File: src/rtl/fp_round_pkg.sv
// fp_round_pkg: shared definitions for the fp_round_pipe round-to-integral unit.
//   - rounding mode encodings carried with each operand
//   - operand class enum decoded in the first pipeline stage
//   - helpers deriving bias and word width from EXP_W/MAN_W, plus defaults
// Optional feature macro used by the top: FP_ROUND_INEXACT_EN.
package fp_round_pkg;

    localparam logic [1:0] MODE_TRUNC = 2'b00;
    localparam logic [1:0] MODE_FLOOR = 2'b01;
    localparam logic [1:0] MODE_CEIL  = 2'b10;
    localparam logic [1:0] MODE_RNE   = 2'b11;

    localparam int DEF_EXP_W = 8;
    localparam int DEF_MAN_W = 23;

    // SPECIAL : Inf/NaN, passes through
    // INTEGRAL: unbiased exponent >= MAN_W, no fraction bits stored
    // FRAC    : 0 <= e < MAN_W, some mantissa bits are fraction
    // SUBONE  : e < 0 (zeros, denormals, |x| < 1)
    typedef enum logic [1:0] {
        CLS_SPECIAL,
        CLS_INTEGRAL,
        CLS_FRAC,
        CLS_SUBONE
    } cls_t;

    function automatic int calc_bias(input int exp_w);
        return (1 << (exp_w - 1)) - 1;
    endfunction

    function automatic int calc_word_w(input int exp_w, input int man_w);
        return 1 + exp_w + man_w;
    endfunction

    // All-ones exponent value for a given exponent width (Inf/NaN marker).
    function automatic int calc_exp_ones(input int exp_w);
        return (1 << exp_w) - 1;
    endfunction

endpackage

File: src/rtl/fp_round_mask.sv
// fp_round_mask: combinational mask generator for the rounding decode.
// Ports:
//   e          in  EXP_W+1  unbiased exponent, two's complement
//   frac_mask  out MAN_W    ones over the fraction bits man[MAN_W-1-e:0]
//   half_mask  out MAN_W    one-hot at the half-ULP bit man[MAN_W-1-e]
//   ulp_mask   out MAN_W+1  one-hot at the integer LSB (bit MAN_W-e of {1,man})
// Outputs are only meaningful for 0 <= e < MAN_W; the caller ignores them
// otherwise. Negative e is clamped so the shifts stay well defined.
module fp_round_mask
    import fp_round_pkg::*;
#(
    parameter int EXP_W = DEF_EXP_W,
    parameter int MAN_W = DEF_MAN_W
) (
    input  logic [EXP_W:0]   e,
    output logic [MAN_W-1:0] frac_mask,
    output logic [MAN_W-1:0] half_mask,
    output logic [MAN_W:0]   ulp_mask
);

    localparam logic [MAN_W-1:0] ALL_ONES = '1;
    localparam logic [MAN_W-1:0] HALF_TOP = {1'b1, {(MAN_W-1){1'b0}}};
    localparam logic [MAN_W:0]   ULP_TOP  = {1'b1, {MAN_W{1'b0}}};

    logic [EXP_W:0] sh;

    always_comb begin
        sh        = e[EXP_W] ? '0 : e;
        frac_mask = ALL_ONES >> sh;
        half_mask = HALF_TOP >> sh;
        ulp_mask  = ULP_TOP >> sh;
    end

endmodule

File: src/rtl/fp_round_pipe.sv
// fp_round_pipe: 2-stage pipelined IEEE-754 round-to-integral unit.
// Ports:
//   clk, rst_n            clock, synchronous active-low reset
//   in_valid/in_ready     input handshake; in_data = {sign, exp, man}
//   in_mode               00 trunc, 01 floor, 10 ceil, 11 round-nearest-even
//   out_valid/out_ready   output handshake; out_data = integral-valued result
//   out_inexact           (only with FP_ROUND_INEXACT_EN) result differs from input
// Handshake: a word moves whenever valid and ready are both high on a rising
// edge. Stage k advances when it is empty or the stage after it advances, so
// in_ready = adv1 and a stalled output holds out_valid/out_data unchanged.
// S1 holds the decoded operand and the round-up decision; S2 holds the packed
// result. Latency is exactly 2 cycles with no backpressure.
module fp_round_pipe
    import fp_round_pkg::*;
#(
    parameter int EXP_W = DEF_EXP_W,
    parameter int MAN_W = DEF_MAN_W
) (
    input  logic                     clk,
    input  logic                     rst_n,
    input  logic                     in_valid,
    output logic                     in_ready,
    input  logic [EXP_W+MAN_W:0]     in_data,
    input  logic [1:0]               in_mode,
    output logic                     out_valid,
    input  logic                     out_ready,
    output logic [EXP_W+MAN_W:0]     out_data
`ifdef FP_ROUND_INEXACT_EN
    ,
    output logic                     out_inexact
`endif
);

    localparam int W = calc_word_w(EXP_W, MAN_W);
    localparam int BIAS = calc_bias(EXP_W);
    localparam logic [EXP_W-1:0] EXP_ONES = EXP_W'(calc_exp_ones(EXP_W));
    localparam logic [EXP_W-1:0] BIAS_E = EXP_W'(BIAS);
    localparam logic [EXP_W-1:0] HALF_E = EXP_W'(BIAS - 1);
    localparam logic signed [EXP_W:0] MAN_W_S = (EXP_W+1)'(MAN_W);
    localparam logic [W-2:0] ONE_MAG = {BIAS_E, {MAN_W{1'b0}}};

    // ---------------- decode (feeds S1) ----------------
    logic                    d_sign;
    logic [EXP_W-1:0]        d_exp;
    logic [MAN_W-1:0]        d_man;
    logic signed [EXP_W:0]   d_e;
    logic [MAN_W-1:0]        frac_mask;
    logic [MAN_W-1:0]        half_mask;
    logic [MAN_W:0]          ulp_mask;
    cls_t                    d_cls;
    logic                    d_up;
    logic                    frac_nz;
    logic                    half_set;
    logic                    below_nz;
    logic                    int_lsb;
    logic                    nonzero;

    assign d_sign = in_data[W-1];
    assign d_exp  = in_data[W-2:MAN_W];
    assign d_man  = in_data[MAN_W-1:0];
    assign d_e    = $signed({1'b0, d_exp}) - $signed({1'b0, BIAS_E});

    fp_round_mask #(
        .EXP_W (EXP_W),
        .MAN_W (MAN_W)
    ) u_mask (
        .e         (d_e),
        .frac_mask (frac_mask),
        .half_mask (half_mask),
        .ulp_mask  (ulp_mask)
    );

    always_comb begin
        frac_nz  = |(d_man & frac_mask);
        half_set = |(d_man & half_mask);
        below_nz = |(d_man & frac_mask & ~half_mask);
        // Integer LSB including the hidden bit, so e = 0 sees an odd integer.
        int_lsb  = |({1'b1, d_man} & ulp_mask);
        nonzero  = |in_data[W-2:0];

        if (d_exp == EXP_ONES)
            d_cls = CLS_SPECIAL;
        else if (d_e >= MAN_W_S)
            d_cls = CLS_INTEGRAL;
        else if (!d_e[EXP_W])
            d_cls = CLS_FRAC;
        else
            d_cls = CLS_SUBONE;

        d_up = 1'b0;
        case (d_cls)
            CLS_FRAC: begin
                case (in_mode)
                    MODE_FLOOR: d_up = d_sign & frac_nz;
                    MODE_CEIL:  d_up = ~d_sign & frac_nz;
                    MODE_RNE:   d_up = half_set & (below_nz | int_lsb);
                    default:    d_up = 1'b0;
                endcase
            end
            CLS_SUBONE: begin
                // For |x| < 1 "up" means the magnitude becomes 1.0.
                case (in_mode)
                    MODE_FLOOR: d_up = d_sign & nonzero;
                    MODE_CEIL:  d_up = ~d_sign & nonzero;
                    MODE_RNE:   d_up = (d_exp == HALF_E) & (|d_man);
                    default:    d_up = 1'b0;
                endcase
            end
            default: d_up = 1'b0;
        endcase
    end

`ifdef FP_ROUND_INEXACT_EN
    logic d_inexact;
    always_comb begin
        case (d_cls)
            CLS_FRAC:   d_inexact = frac_nz;
            CLS_SUBONE: d_inexact = nonzero;
            default:    d_inexact = 1'b0;
        endcase
    end
`endif

    // ---------------- pipeline control ----------------
    logic v1, v2, adv1, adv2;

    assign adv2      = !v2 | out_ready;
    assign adv1      = !v1 | adv2;
    assign in_ready  = adv1;
    assign out_valid = v2;

    // ---------------- S1 registers ----------------
    logic                s1_sign;
    logic [W-2:0]        s1_mag;
    cls_t                s1_cls;
    logic [MAN_W-1:0]    s1_mask;
    logic [MAN_W:0]      s1_ulp;
    logic                s1_up;
`ifdef FP_ROUND_INEXACT_EN
    logic                s1_inexact;
`endif

    // ---------------- S2 packing ----------------
    logic [W-2:0] mask_x;
    logic [W-2:0] ulp_x;
    logic [W-2:0] pack_mag;

    always_comb begin
        mask_x = {{EXP_W{1'b0}}, s1_mask};
        ulp_x  = {{(EXP_W-1){1'b0}}, s1_ulp};
        case (s1_cls)
            // Adding on the joint {exp,man} field lets a mantissa overflow
            // carry straight into the exponent.
            CLS_FRAC:   pack_mag = (s1_mag & ~mask_x) + (s1_up ? ulp_x : '0);
            CLS_SUBONE: pack_mag = s1_up ? ONE_MAG : '0;
            default:    pack_mag = s1_mag;
        endcase
    end

    always_ff @(posedge clk) begin
        if (!rst_n) begin
            v1         <= 1'b0;
            v2         <= 1'b0;
            s1_sign    <= 1'b0;
            s1_mag     <= '0;
            s1_cls     <= CLS_SPECIAL;
            s1_mask    <= '0;
            s1_ulp     <= '0;
            s1_up      <= 1'b0;
            out_data   <= '0;
`ifdef FP_ROUND_INEXACT_EN
            s1_inexact  <= 1'b0;
            out_inexact <= 1'b0;
`endif
        end else begin
            if (adv1) begin
                v1 <= in_valid;
                if (in_valid) begin
                    s1_sign <= d_sign;
                    s1_mag  <= in_data[W-2:0];
                    s1_cls  <= d_cls;
                    s1_mask <= frac_mask;
                    s1_ulp  <= ulp_mask;
                    s1_up   <= d_up;
`ifdef FP_ROUND_INEXACT_EN
                    s1_inexact <= d_inexact;
`endif
                end
            end
            if (adv2) begin
                v2 <= v1;
                if (v1) begin
                    out_data <= {s1_sign, pack_mag};
`ifdef FP_ROUND_INEXACT_EN
                    out_inexact <= s1_inexact;
`endif
                end
            end
        end
    end

endmodule

File: config.mk
export PLATFORM = sky130hd
export DESIGN_NAME = fp_round_pipe
export DESIGN_NICKNAME = d
export VERILOG_FILES = /design/src/rtl/fp_round_pkg.sv /design/src/rtl/fp_round_mask.sv /design/src/rtl/fp_round_pipe.sv
export SDC_FILE = /design/constraint.sdc
export NUM_CORES = 1
export LEC_CHECK = 0
export CELL_PAD_IN_SITES_DETAIL_PLACEMENT = 1
export CELL_PAD_IN_SITES_GLOBAL_PLACEMENT = 1
export CORE_MARGIN = 5
export CORE_UTILIZATION = 47
export DETAILED_ROUTE_END_ITERATION = 10
export PLACE_DENSITY_LB_ADDON = 0.1
export REMOVE_ABC_BUFFERS = 1
export SLEW_MARGIN = 5
export SYNTH_ARGS = -nofsm -noshare
export SYNTH_HDL_FRONTEND = slang
export SYNTH_HIERARCHICAL = 1
export SYNTH_SLANG_ARGS = --single-unit
File: constraint.sdc
create_clock -name clk -period 9.5 [get_ports clk]
set_input_delay 2.375 -clock clk [delete_from_list [all_inputs] [get_ports clk]]
set_output_delay 2.375 -clock clk [all_outputs]
set_load 0.02 [all_outputs]
==> results of run 1 <==
## critical path, stage by stage
cell	delay [ns]
sky130_fd_sc_hd__clkdlybuf4s50_1	0.49
sky130_fd_sc_hd__ha_1	0.34
sky130_fd_sc_hd__and2_1	0.21
sky130_fd_sc_hd__nor2_1	0.75
sky130_fd_sc_hd__inv_1	0.65
sky130_fd_sc_hd__a211oi_2	0.51
sky130_fd_sc_hd__o22ai_1	0.14
sky130_fd_sc_hd__or4_1	0.55
sky130_fd_sc_hd__nor4_1	0.33
sky130_fd_sc_hd__a31oi_1	0.17
sky130_fd_sc_hd__o21a_1	0.19
sky130_fd_sc_hd__o21ai_0	0.15
sky130_fd_sc_hd__a21boi_0	0.09
## power by group
group	total (uW)	switching (uW)	internal [uW]	leakage [uW]
Combinational	238	151	87.3	0.00221
Clock	570	229	340	0.000253
Sequential	531	19.1	512	0.000951
## logic make-up (layout without fill, tap and decap cells)
family,Yosys count,after routing,synth area share
flops,116,116,0.295
fa+ha+maj,31,31,0.0498
simple gates,442,442,0.279
xor+xnor,27,27,0.0300
compound gates,288,288,0.272
buf+inv,113,134,0.0695
mux,4,4,0.00508
## per-layer routing
layer | routed length (um) | up-vias | track usage
li1 | - | 3642 | -
met1 | 12700 | 3911 | 0.389
met4 | 911 | 0 | 0.106
met5 | 0 | - | 0
met3 | 1710 | 69 | 0.0563
met2 | 13200 | 289 | 0.468
## worst max path at each step
stage                           start     to  slack, ns
after global routing      in_data[23]  s1_up       2.49
after global placement    in_data[23]  s1_up       2.51
after floorplan           in_data[23]  s1_up       3.57
final                     in_data[23]  s1_up       2.84
after detailed placement  in_data[24]  s1_up       2.50
after CTS                 in_data[24]  s1_up       2.91
## cells in the mapped netlist (4+ instances only)
library cell	instances
sky130_fd_sc_hd__a211oi_1	6
sky130_fd_sc_hd__a21boi_0	81
sky130_fd_sc_hd__a21o_1	8
sky130_fd_sc_hd__a21oi_1	23
sky130_fd_sc_hd__a221oi_1	29
sky130_fd_sc_hd__a22o_1	8
sky130_fd_sc_hd__a22oi_1	10
sky130_fd_sc_hd__a31oi_1	16
sky130_fd_sc_hd__and2_1	29
sky130_fd_sc_hd__buf_2	6
sky130_fd_sc_hd__buf_4	25
sky130_fd_sc_hd__clkbuf_1	58
sky130_fd_sc_hd__dfxtp_1	116
sky130_fd_sc_hd__ha_1	29
sky130_fd_sc_hd__inv_1	18
sky130_fd_sc_hd__mux2i_1	4
sky130_fd_sc_hd__nand2_1	222
sky130_fd_sc_hd__nand2b_1	7
sky130_fd_sc_hd__nand3_1	14
sky130_fd_sc_hd__nand4_1	12
sky130_fd_sc_hd__nor2_1	46
sky130_fd_sc_hd__nor2b_1	27
sky130_fd_sc_hd__nor3_1	16
sky130_fd_sc_hd__nor3b_1	12
sky130_fd_sc_hd__nor4_1	15
sky130_fd_sc_hd__nor4_2	6
sky130_fd_sc_hd__o211a_1	4
sky130_fd_sc_hd__o211ai_1	4
sky130_fd_sc_hd__o21a_1	4
sky130_fd_sc_hd__o21ai_0	36
sky130_fd_sc_hd__o21ai_1	10
sky130_fd_sc_hd__o21bai_1	5
sky130_fd_sc_hd__o22ai_1	9
sky130_fd_sc_hd__or3_1	6
sky130_fd_sc_hd__or4_1	4
sky130_fd_sc_hd__xnor2_1	17
sky130_fd_sc_hd__xor2_1	10
## through the flow
stage | instance area, um^2 | util
floorplan | 7410 | -
global placement | 8500 | 0.515
detailed placement | 8500 | 0.515
CTS | 9020 | 0.546
global route | 9020 | 0.546
finish | 9020 | 0.546
## area by class of cell
class	instances	area [um^2]
Clock inverter	10	61.3
Timing Repair Buffer	85	811
Inverter	19	71.3
Fill cell	2059	7500
Sequential cell	116	2320
Tap cell	220	275
Clock buffer	20	457
Multi-Input combinational cell	792	5020
## registers in the layout, summed over array words and instances (netlist names)
name       flops
out_valid      1
out_data      32
s1_sign        1
s1_ulp        24
s1_up          1
s1_mask       23
s1_mag        31
s1_cls         2
v1             1
==> impl.org, run 1 <==
** Run status
- Result of the run :: finished clean

** Setup path
- Minimum setup slack among reg-to-reg paths :: roughly 6.1 ns
- Crit path max fanout :: 24
- Data arrival time at the worst-slack endpoint :: ~7.0 ns
- Crit. End Element :: flip-flop
- Required @ worst endpoint :: 9.80 ns
- The endpoint identified for the worst register-to-register timing path is out_data[28].
- The startpoint identified for the worst register-to-register timing path is s1_up.
- Measured in cells, the most critical reg-to-reg path has a length of 11.
- The worst setup path is launched from an input pin.
- The worst setup path is of the in -> reg kind.

** Route
- In this run, the number of DRC markers left after iteration 0 of detailed routing was 565.
- After detailed routing, the number of remaining DRC violations is 0.
- The first detailed-routing pass took 5 iterations.
- WL per Instance :: 22.5 um
- Across all layers, the routed design uses 7911 vias.
- Using the TritonRoute via totals, the vias-per-cell ratio works out to 6.27.
- The count of nets left with antenna violations once routing finished came out at 0.
- Total Routed Length :: 28500 um

** Timing
- Slew @ Worst Pin :: 0.983 ns
- Part of the cycle the worst path needs :: 0.701
- Number of endpoints with negative hold slack in the final report :: 0
- Max-slew violation count :: 0
- Worst setup margin :: 2.84 ns
- Setup violations remaining at the end of the flow were counted as 0.
- Static timing analysis puts the maximum clock frequency at 0.150 GHz.
- The tightest hold path in the finished design has a slack of approximately 0.46 ns.
- Summed negative setup slack over all endpoints :: 0 ns
- Headroom to the max-slew limit :: 0.342
- Worst-case clock skew :: 0.00828 ns
- Tmin final :: 6.66 ns
- Setup repair after global routing missed its margin :: no

** Placement
- The wire-length estimate of the detail-placed layout is 20200 um.
- Before CTS, the worst setup slack after placement is ~2.5 ns.
- Cell count after placement :: around 1200
- At the end of routability-driven placement, the weighted congestion stood at about 0.99.
- PortBufs :: 71

** Synth
- Gate count of the mapped netlist :: 1021
- Unique masters post-synth :: 80
- Yosys mapped a number of flops with a built-in enable equal to 0.
- Synth Area per Inst :: between 7 and 8 um^2
- Summed over all instances, the cell type with the most area after synthesis is sky130_fd_sc_hd__dfxtp_1.
- Area fraction of the dominant cell type after synthesis :: 0.295
- Synthesis inferred roughly 120 register bits.
- Leading register cell type out of synthesis :: sky130_fd_sc_hd__dfxtp_1
- By area the synthesized netlist is led by sky130_fd_sc_hd__dfxtp_1 (29%), sky130_fd_sc_hd__nand2_1 (11%), sky130_fd_sc_hd__a21boi_0 (7.7%), sky130_fd_sc_hd__ha_1 (4.6%), sky130_fd_sc_hd__a221oi_1 (3.2%).
- After synthesis, the share of flip-flops with an asynchronous set or reset is 0.
- Synthesis Warnings :: 6
- The mapped netlist covers 7880 um^2.
- For this run, the register share of the synthesized area comes to 0.295.

** Clock tree
- In this run, post-CTS hold repair placed 0 buffers.
- The number of clock buffers added by TritonCTS is 17.
- The H-tree generated during clock tree synthesis spans 4 levels.
- CTS saw 116 sinks.
- The later pin in the worst-skew pair is clocked with a latency of roughly 0.42 ns.
- Root buf cell :: sky130_fd_sc_hd__clkbuf_16
- Setup repair bufs after CTS :: 0
- Bufs on Longest Clock Path :: 2
- Clock-pin slew on the worst setup and hold paths :: roughly 0.050 ns
- TritonCTS built the clock tree.
- Post-CTS repair changed the size of 0 cells.

** Cells and area
- Commonest non-fill, non-tap cells in the layout :: sky130_fd_sc_hd__nand2_1 (221), sky130_fd_sc_hd__dfxtp_1 (116), sky130_fd_sc_hd__a21boi_0 (81), sky130_fd_sc_hd__clkdlybuf4s50_1 (70), sky130_fd_sc_hd__nor2_1 (46)
- Of the cells placed in the final design, the portion with a size suffix greater than 1 is 0.0729.
- Final cell count without fillers :: 1262
- The library cell used most frequently in the layout, excluding fill and tap cells, is sky130_fd_sc_hd__nand2_1.
- Area Overhead vs Synth :: 14.4%
- Number of antenna cells inserted :: 0
- Total Nets Final :: between 1000 and 1500

** Floorplanning
- I/O pins :: between 70 and 80
- In this run the horizontal extent of the chip is 140 um.
- Std cell rows :: 47
- Area of the core :: between 15000 and 20000 um^2
- For this configuration, the core starts out at a cell density of 0.477.
- Die area :: 19500 um^2
- In this run the vertical extent of the chip is 140 um.

** Global route
- The initial antenna violation count came to 0.
- Summed over all layers, the global routing overflow is 0.
- Total routing usage reported by global routing :: 0.291
- First-pass GRT wire length :: 45200 um
- Largest net degree at the start of global routing :: 83
- Vias in the first global route :: about 8000

** Power and ir drop
- In this run the power density over the cells is 148 nW/um^2.
- Summed over all cells, the static leakage comes to 0.00341 uW.
- Total Power Consumption :: 1340 uW
- IR analysis of the VDD net gives a maximum drop of 0.121 mV.

** Min path
- End point of the worst hold path :: s1_ulp[5]
- In this run the worst hold path is classified as reg -> reg.
- Worst hold stages :: 2
- In this run the most critical hold path is launched from s1_ulp[5].

** Job
- The tool flagged a number of max-cap violations equal to 0.
Note: power is estimated with default switching activity, not from simulation.
==> run 2: changes to the inputs <==
--- a/config.mk
+++ b/config.mk
@@ -8,7 +8,7 @@
 export CELL_PAD_IN_SITES_DETAIL_PLACEMENT = 1
 export CELL_PAD_IN_SITES_GLOBAL_PLACEMENT = 1
 export CORE_MARGIN = 5
-export CORE_UTILIZATION = 47
+export CORE_UTILIZATION = 39
 export DETAILED_ROUTE_END_ITERATION = 10
 export PLACE_DENSITY_LB_ADDON = 0.1
 export REMOVE_ABC_BUFFERS = 1
==> constraint.sdc (replaced) <==
create_clock -name clk -period 5.39 [get_ports clk]
set_input_delay 1.3475 -clock clk [delete_from_list [all_inputs] [get_ports clk]]
set_output_delay 1.3475 -clock clk [all_outputs]
set_load 0.02 [all_outputs]
==> impl.org, run 2 (synthesized netlist as in run 1, its figures left out) <==
** Clock tree
- Clock tree synthesis selected as its root buffer the cell sky130_fd_sc_hd__clkbuf_16.
- PostCTS Resize Cnt :: 0
- Number of sinks driven by the clock tree :: 116
- TritonCTS built the clock tree.
- Clock-pin slew was measured on the worst setup and hold paths at about 0.05 ns.
- H-tree depth reported by CTS :: 4
- After clock tree synthesis, the flow added hold-fix buffers numbering 0.
- Setup repair bufs after CTS :: 0
- For the worst-skew pair, the clock arrives at the later sink with an insertion delay of 0.43 ns.
- Total clock buffers created by CTS :: 17
- Bufs on Longest Clock Path :: 2

** Setup path
- The worst setup path is launched from an input pin.
- Gate family responsible for the most delay along the worst path :: simple AND/OR/NAND/NOR gates
- Worst Path Buf+Inv :: 1
- The cell that appears most often on the critical path is sky130_fd_sc_hd__nor4_1.
- Max stage delay on crit path :: roughly 0.61 ns
- By startpoint and endpoint, the worst setup path is classified as in -> reg.
- The critical path crosses 13 cells after its start point.
- Crit. End Element :: flip-flop
- Library cell contributing the largest single delay on the critical path :: sky130_fd_sc_hd__or3b_1
- Walking the worst path, the cells encountered are clkdlybuf4s50_1, and2_0, nand2_1, xor2_1, or3b_1, nor4_1, o22ai_1, or4_1, nor4_1, a31oi_1, o21a_1, o21ai_0, a21boi_0.
- Crit path max fanout :: 9
- Data arrives at the worst endpoint at 5.08 ns.
- At the worst endpoint, the required time is 5.69 ns.
- Counting cells, the worst reg-to-reg path comes to 11.

** Power and ir drop
- IR analysis of the VDD net gives a maximum drop of between 0.15 and 0.2 mV.
- Total Power Consumption :: 2540 uW
- Summed over all cells, the static leakage comes to 0.00366 uW.
- Power spread over the standard cell area amounts to approximately 270 nW/um^2.

** Cells and area
- Share of final-layout standard cells stronger than drive strength 1 :: 0.108
- The register with the most flip-flops in the layout has 32 of them.
- Counting flops per register, the top entry is out_data.
- Layout Cell Area excl Fill :: 9480 um^2
- The library cell used most frequently in the layout, excluding fill and tap cells, is sky130_fd_sc_hd__nand2_1.
- Total Nets Final :: 1139
- Area taken by flip-flops and latches :: 2320 um^2
- The largest registers in the layout are out_data: 32 flops, s1_mag: 31 flops, s1_ulp: 24 flops.
- Area Overhead vs Synth :: 20.3%
- Multi-input gate area in the final layout :: approximately 5000 um^2
- Commonest non-fill, non-tap cells in the layout :: sky130_fd_sc_hd__nand2_1 (221), sky130_fd_sc_hd__dfxtp_1 (116), sky130_fd_sc_hd__a21boi_0 (81), sky130_fd_sc_hd__clkdlybuf4s50_1 (70), sky130_fd_sc_hd__buf_4 (53)
- Number of antenna cells inserted :: 0
- After filler insertion, the fill cell instance count of the layout stands at 2462.

** Route
- WL per Instance :: 21.9 um
- The first TritonRoute pass finished after 5 iterations.
- Final ANT Viol Nets :: 0
- The detailed router placed approximately 8000 vias in this run.
- Total Routed Length :: 29600 um
- DRC marker count from the first detailed-route iteration :: ~400
- In the routed design, unresolved DRC markers number 0.
- In the routed layout, each cell is associated on average with a via count of slightly below 6.

** Timing
- Timing would allow up to 0.209 GHz.
- Count of endpoints failing setup in the final report :: 0
- Headroom to the max-slew limit :: 0.434
- For the final routed database, the setup TNS stands at 0 ns.
- Slew @ Worst Pin :: around 0.84 ns
- Setup repair after global routing missed its margin :: no
- After layout, the minimum clock period comes to 4.78 ns.
- The number of slew-limit violations in the final report came to 0.
- Part of the cycle the worst path needs :: 0.887
- The final hold violation count is 0.
- Worst-case clock skew :: 0.0132 ns

** Global route
- The first global-routing pass estimated 46600 um of wire.
- Number of antenna violations at the first check in global routing :: 0
- Total routing usage reported by global routing :: 0.252
- After global routing the overflow that remains totals 0.
- The via count of the first global-routing pass is between 8000 and 9000.
- Entering global routing, the biggest net connects 61 pins.

** Min path
- Worst hold stages :: 2
- Hold Crit Class :: reg -> reg

** Floorplanning
- The die is 152 um tall.
- Initial core utilization :: 0.393
- The core region is 20000 um^2.
- Std cell rows :: 52
- I/O pins :: 72
- The die covers ~23000 um^2.
- Floorplan die width :: ~150 um

** Job
- Max-capacitance violation count :: 0

** Placement
- PortBufs :: 71
- Post-detailed-placement cell area :: 8900 um^2
- Post-detailed-placement half-perimeter wirelength :: ~22000 um
- Final weighted congestion in routability-driven placement :: 1.01

** Run status
- The run finished with clean final reports.
run 2: cell count changes in the layout (fill, tap and decap cells not counted):
cell,change
sky130_fd_sc_hd__buf_12,+2
sky130_fd_sc_hd__buf_2,-1
sky130_fd_sc_hd__buf_4,+39
sky130_fd_sc_hd__bufinv_16,+3
sky130_fd_sc_hd__clkbuf_1,-1
sky130_fd_sc_hd__clkinv_2,-2
sky130_fd_sc_hd__clkinvlp_4,-1
sky130_fd_sc_hd__nor2_1,-1
sky130_fd_sc_hd__nor2_2,+1
run 2: tightest hold or removal path: cells and delay by family, from the launching register on:
family          cells  cell delay [ns]
simple gates        1             0.04
compound gates      1             0.06
flops               1             0.30
run 2: layout make-up:
| class | count | area share |
|---|---|---|
| Clock inverter | 10 | 0.0141 |
| Clock buffer | 19 | 0.0478 |
| Multi-Input combinational cell | 792 | 0.530 |
| Inverter | 19 | 0.00752 |
| Sequential cell | 116 | 0.245 |
| Timing Repair Buffer | 125 | 0.120 |
| Tap cell | 270 | 0.0356 |
run 2: worst paths after layout:
check                            startpoint            to  slack (ns)
worst min-delay path             s1_ulp[14]    s1_ulp[14]        0.46
worst min register to register   s1_ulp[14]    s1_ulp[14]        0.46
worst max-delay path            in_data[23]         s1_up        0.61
worst max register to register        s1_up  out_data[28]        2.04
run 2: metrics by stage:
stage | setup slack, ns | utilization | hold WS (ns) | cells
2_1_floorplan | 0.485 | - | 0.439 | 927
3_3_place_gp | 0.282 | 0.444 | 0.448 | 1322
3_5_place_dp | 0.221 | 0.444 | 0.455 | 1322
4_1_cts | 0.636 | 0.473 | 0.462 | 1351
5_1_grt | 0.379 | 0.473 | 0.481 | 1351
6_report | 0.611 | 0.473 | 0.456 | 1351
run 2: report_power, final:
part | switching, uW | leakage, uW | internal (uW) | total [uW]
Sequential | 32.0 | 0.000951 | 901 | 933
Combinational | 269 | 0.00242 | 170 | 438
Clock | 431 | 0.000286 | 740 | 1170
run 2: layer usage:
layer	vias up	part of all wire	GRT usage
met2	208	0.46	0.410
met3	58	0.043	0.0409
met1	3821	0.47	0.341
met4	0	0.028	0.0839
li1	3726	-	-
met5	-	0	0
==> run 3: changes to the inputs <==
==> constraint.sdc (replaced) <==
create_clock -name clk -period 5.39 [get_ports clk]
set_input_delay 1.3475 -clock clk [delete_from_list [all_inputs] [get_ports clk]]
set_output_delay 1.3475 -clock clk [all_outputs]
set_load 0.1 [all_outputs]
==> impl.org, run 3 (synthesized netlist as in run 1, its figures left out) <==
** Floorplanning
- I/O pins :: 72
- The die is 152 um wide.
- Area of the core :: around 20000 um^2
- The die covers 23200 um^2.
- For this configuration, the core starts out at a cell density of 0.393.
- Vertical extent of the die :: 152 um
- Std cell rows :: 52

** Global route
- Total routing usage reported by global routing :: 0.246
- The via count of the first global-routing pass came to 7883.
- The initial antenna violation count came to 0.
- Entering global routing, the biggest net connects 61 pins.
- First-pass GRT wire length :: 45600 um
- Global-route congestion overflow total :: 0

** Cells and area
- Final cell count without fillers :: 1351
- From synthesis to final layout, the design area changed by 19.8%.
- Leaving out fill and tap cells, the most frequent cell in the layout is sky130_fd_sc_hd__nand2_1.
- Commonest non-fill, non-tap cells in the layout :: sky130_fd_sc_hd__nand2_1 (221), sky130_fd_sc_hd__dfxtp_1 (116), sky130_fd_sc_hd__a21boi_0 (81), sky130_fd_sc_hd__clkdlybuf4s50_1 (69), sky130_fd_sc_hd__buf_4 (54)
- Total Nets Final :: 1139
- In the final layout, the share of cells above drive strength 1 is 0.107.
- Register with the most flip-flops :: out_data
- Regs by FF count :: out_data: 32 flops, s1_mag: 31 flops, s1_ulp: 24 flops
- The register with the most flip-flops in the layout has 32 of them.
- The filler cells instantiated in the layout total 2500.
- Number of antenna cells inserted :: 0

** Setup path
- The slowest stage of the critical path is the sky130_fd_sc_hd__or4b_1 cell.
- The endpoint identified for the worst register-to-register timing path is out_data[28].
- The critical path ends at s1_up.
- Tracing the worst setup path back leads to its startpoint at in_data[24].
- Data on the critical path is required at its endpoint by 5.69 ns.
- In this run the critical register-to-register path is launched from s1_up.
- Crit. End Element :: flip-flop
- Data arrival time at the worst-slack endpoint :: roughly 5.1 ns
- The critical path goes through clkdlybuf4s50_1, and2_0, nand4_1, xnor2_1, or4b_1, a211oi_2, o22ai_1, or4_1, nor4_1, a31oi_1, o21a_1, o21ai_0, a21boi_0.
- STA classifies the critical path startpoint as an input pin.
- Class of the most critical setup path :: in -> reg
- On the worst path, the slowest cell contributes a delay of 0.64 ns.
- Worst-case reg-to-reg path depth :: 11
- Crit path max fanout :: 6
- Minimum setup slack among reg-to-reg paths :: ~2.1 ns

** Placement
- Final weighted congestion in routability-driven placement :: 1.00
- Post-detailed-placement half-perimeter wirelength :: 21300 um
- PortBufs :: 71
- After detailed placement, the design holds a cell count of around 1300.

** Route
- For this block, the via count after detailed routing is roughly 7700.
- For this block, the routed nets add up to 29000 um of wire.
- The first routing iteration left 471 violations.
- First-pass iteration count of the detailed router :: 5
- Final ANT Viol Nets :: 0
- Ratio of routed vias to standard cells :: 5.72
- Remaining design rule violation count :: 0
- WL per Instance :: 21.5 um

** Min path
- Hold Crit Class :: reg -> reg

** Clock tree
- In this run, post-CTS repair resized a total of 0 instances.
- TritonCTS clock tree :: yes
- Cts hold-fix bufs :: 0
- Number of sinks driven by the clock tree :: 116
- H-tree depth reported by CTS :: 4
- Setup repair bufs after CTS :: 0
- After clock tree synthesis, the clock-pin slew on the worst setup and hold paths is roughly 0.050 ns.
- CTS placed an instance of sky130_fd_sc_hd__clkbuf_16 at the clock tree root.
- Bufs on Longest Clock Path :: 2
- Clock latency on the worst-skew pair :: 0.43 ns
- Counting the buffers created by CTS gives 17.

** Timing
- Setup repair after global routing missed its margin :: no
- Tmin final :: 4.82 ns
- Part of the cycle the worst path needs :: 0.895
- Headroom to the max-slew limit came out at 0.341.
- Slew @ Worst Pin :: a little under 1 ns
- Timing-limited maximum frequency :: between 0.2 and 0.25 GHz
- Worst-case clock skew :: 0.0181 ns
- Setup violations remaining at the end of the flow were counted as 0.
- The number of slew-limit violations in the final report came to 0.
- Summed negative setup slack over all endpoints :: 0 ns
- The final hold violation count is 0.

** Power and ir drop
- P per Cell Area :: around 270 nW/um^2
- Maximum ir drop on the vdd rail :: 0.182 mV
- Leakage power of the design :: 0.00365 uW

** Run status
- Result of the run :: finished clean

** Job
- Across the run, the number of max-cap violations was 0.
## run 3: changes by cell type in the layout (fill, tap and decap cells not counted), sizes merged
cell / before / now
bufinv: 3 / 1
clkbuf: 19 / 24
buf: 55 / 56
clkdlybuf4s50: 70 / 69
clkinvlp: 2 / 0
clkinv: 5 / 4
## run 3: worst min-delay path by stage
stage	startpoint	to	slack [ns]	depth (start not counted)
after floorplan	s1_ulp[0]	s1_ulp[0]	0.44	2
after global placement	s1_ulp[14]	s1_ulp[14]	0.45	2
after detailed placement	s1_ulp[10]	s1_ulp[10]	0.46	2
after CTS	s1_ulp[10]	s1_ulp[10]	0.46	2
after global routing	s1_ulp[18]	s1_ulp[18]	0.48	2
final	s1_ulp[10]	s1_ulp[10]	0.45	2
## run 3: report_power, final
group / switching [uW] / internal, uW
Combinational: 365 / 169
Sequential: 31.7 / 902
Clock: 406 / 683
## run 3: area by class of cell
| cell class | count | area, um^2 | share of cell area |
|---|---|---|---|
| multi-input cells | 792 | 5030 | 0.532 |
| clock buffers | 24 | 502 | 0.0531 |
| repair buffers | 125 | 1140 | 0.120 |
| flip-flops and latches | 116 | 2320 | 0.246 |
| clock inverters | 5 | 50.0 | 0.00530 |
| well taps | 270 | 338 | 0.0358 |
| inverters | 19 | 71.3 | 0.00755 |
## run 3: worst max-delay path: cells and delay by family
kind	cells	cell delay [ns]
buffers and inverters	1	0.51
xor gates and xnor gates	1	0.19
and+or+nand+nor	5	2.03
AOI/OAI and AO/OA	6	1.05
## run 3: layer usage
metal	routed length, um	track usage	vias up
met4	517	0.0711	0
met5	0	0	-
met1	13700	0.330	3762
met3	1170	0.0338	39
met2	13700	0.416	184
li1	-	-	3739
## run 3: stage by stage
stage	hold slack, ns	instance area [um^2]	power, uW	util	setup WS (ns)
3_5_place_dp	0.455	8890	1480	0.444	0.154
6_report	0.455	9450	2560	0.471	0.565
3_3_place_gp	0.447	8890	1480	0.444	0.264
5_1_grt	0.478	9450	2650	0.471	0.347
2_1_floorplan	0.439	7410	1270	-	0.485
4_1_cts	0.461	9450	2580	0.471	0.587
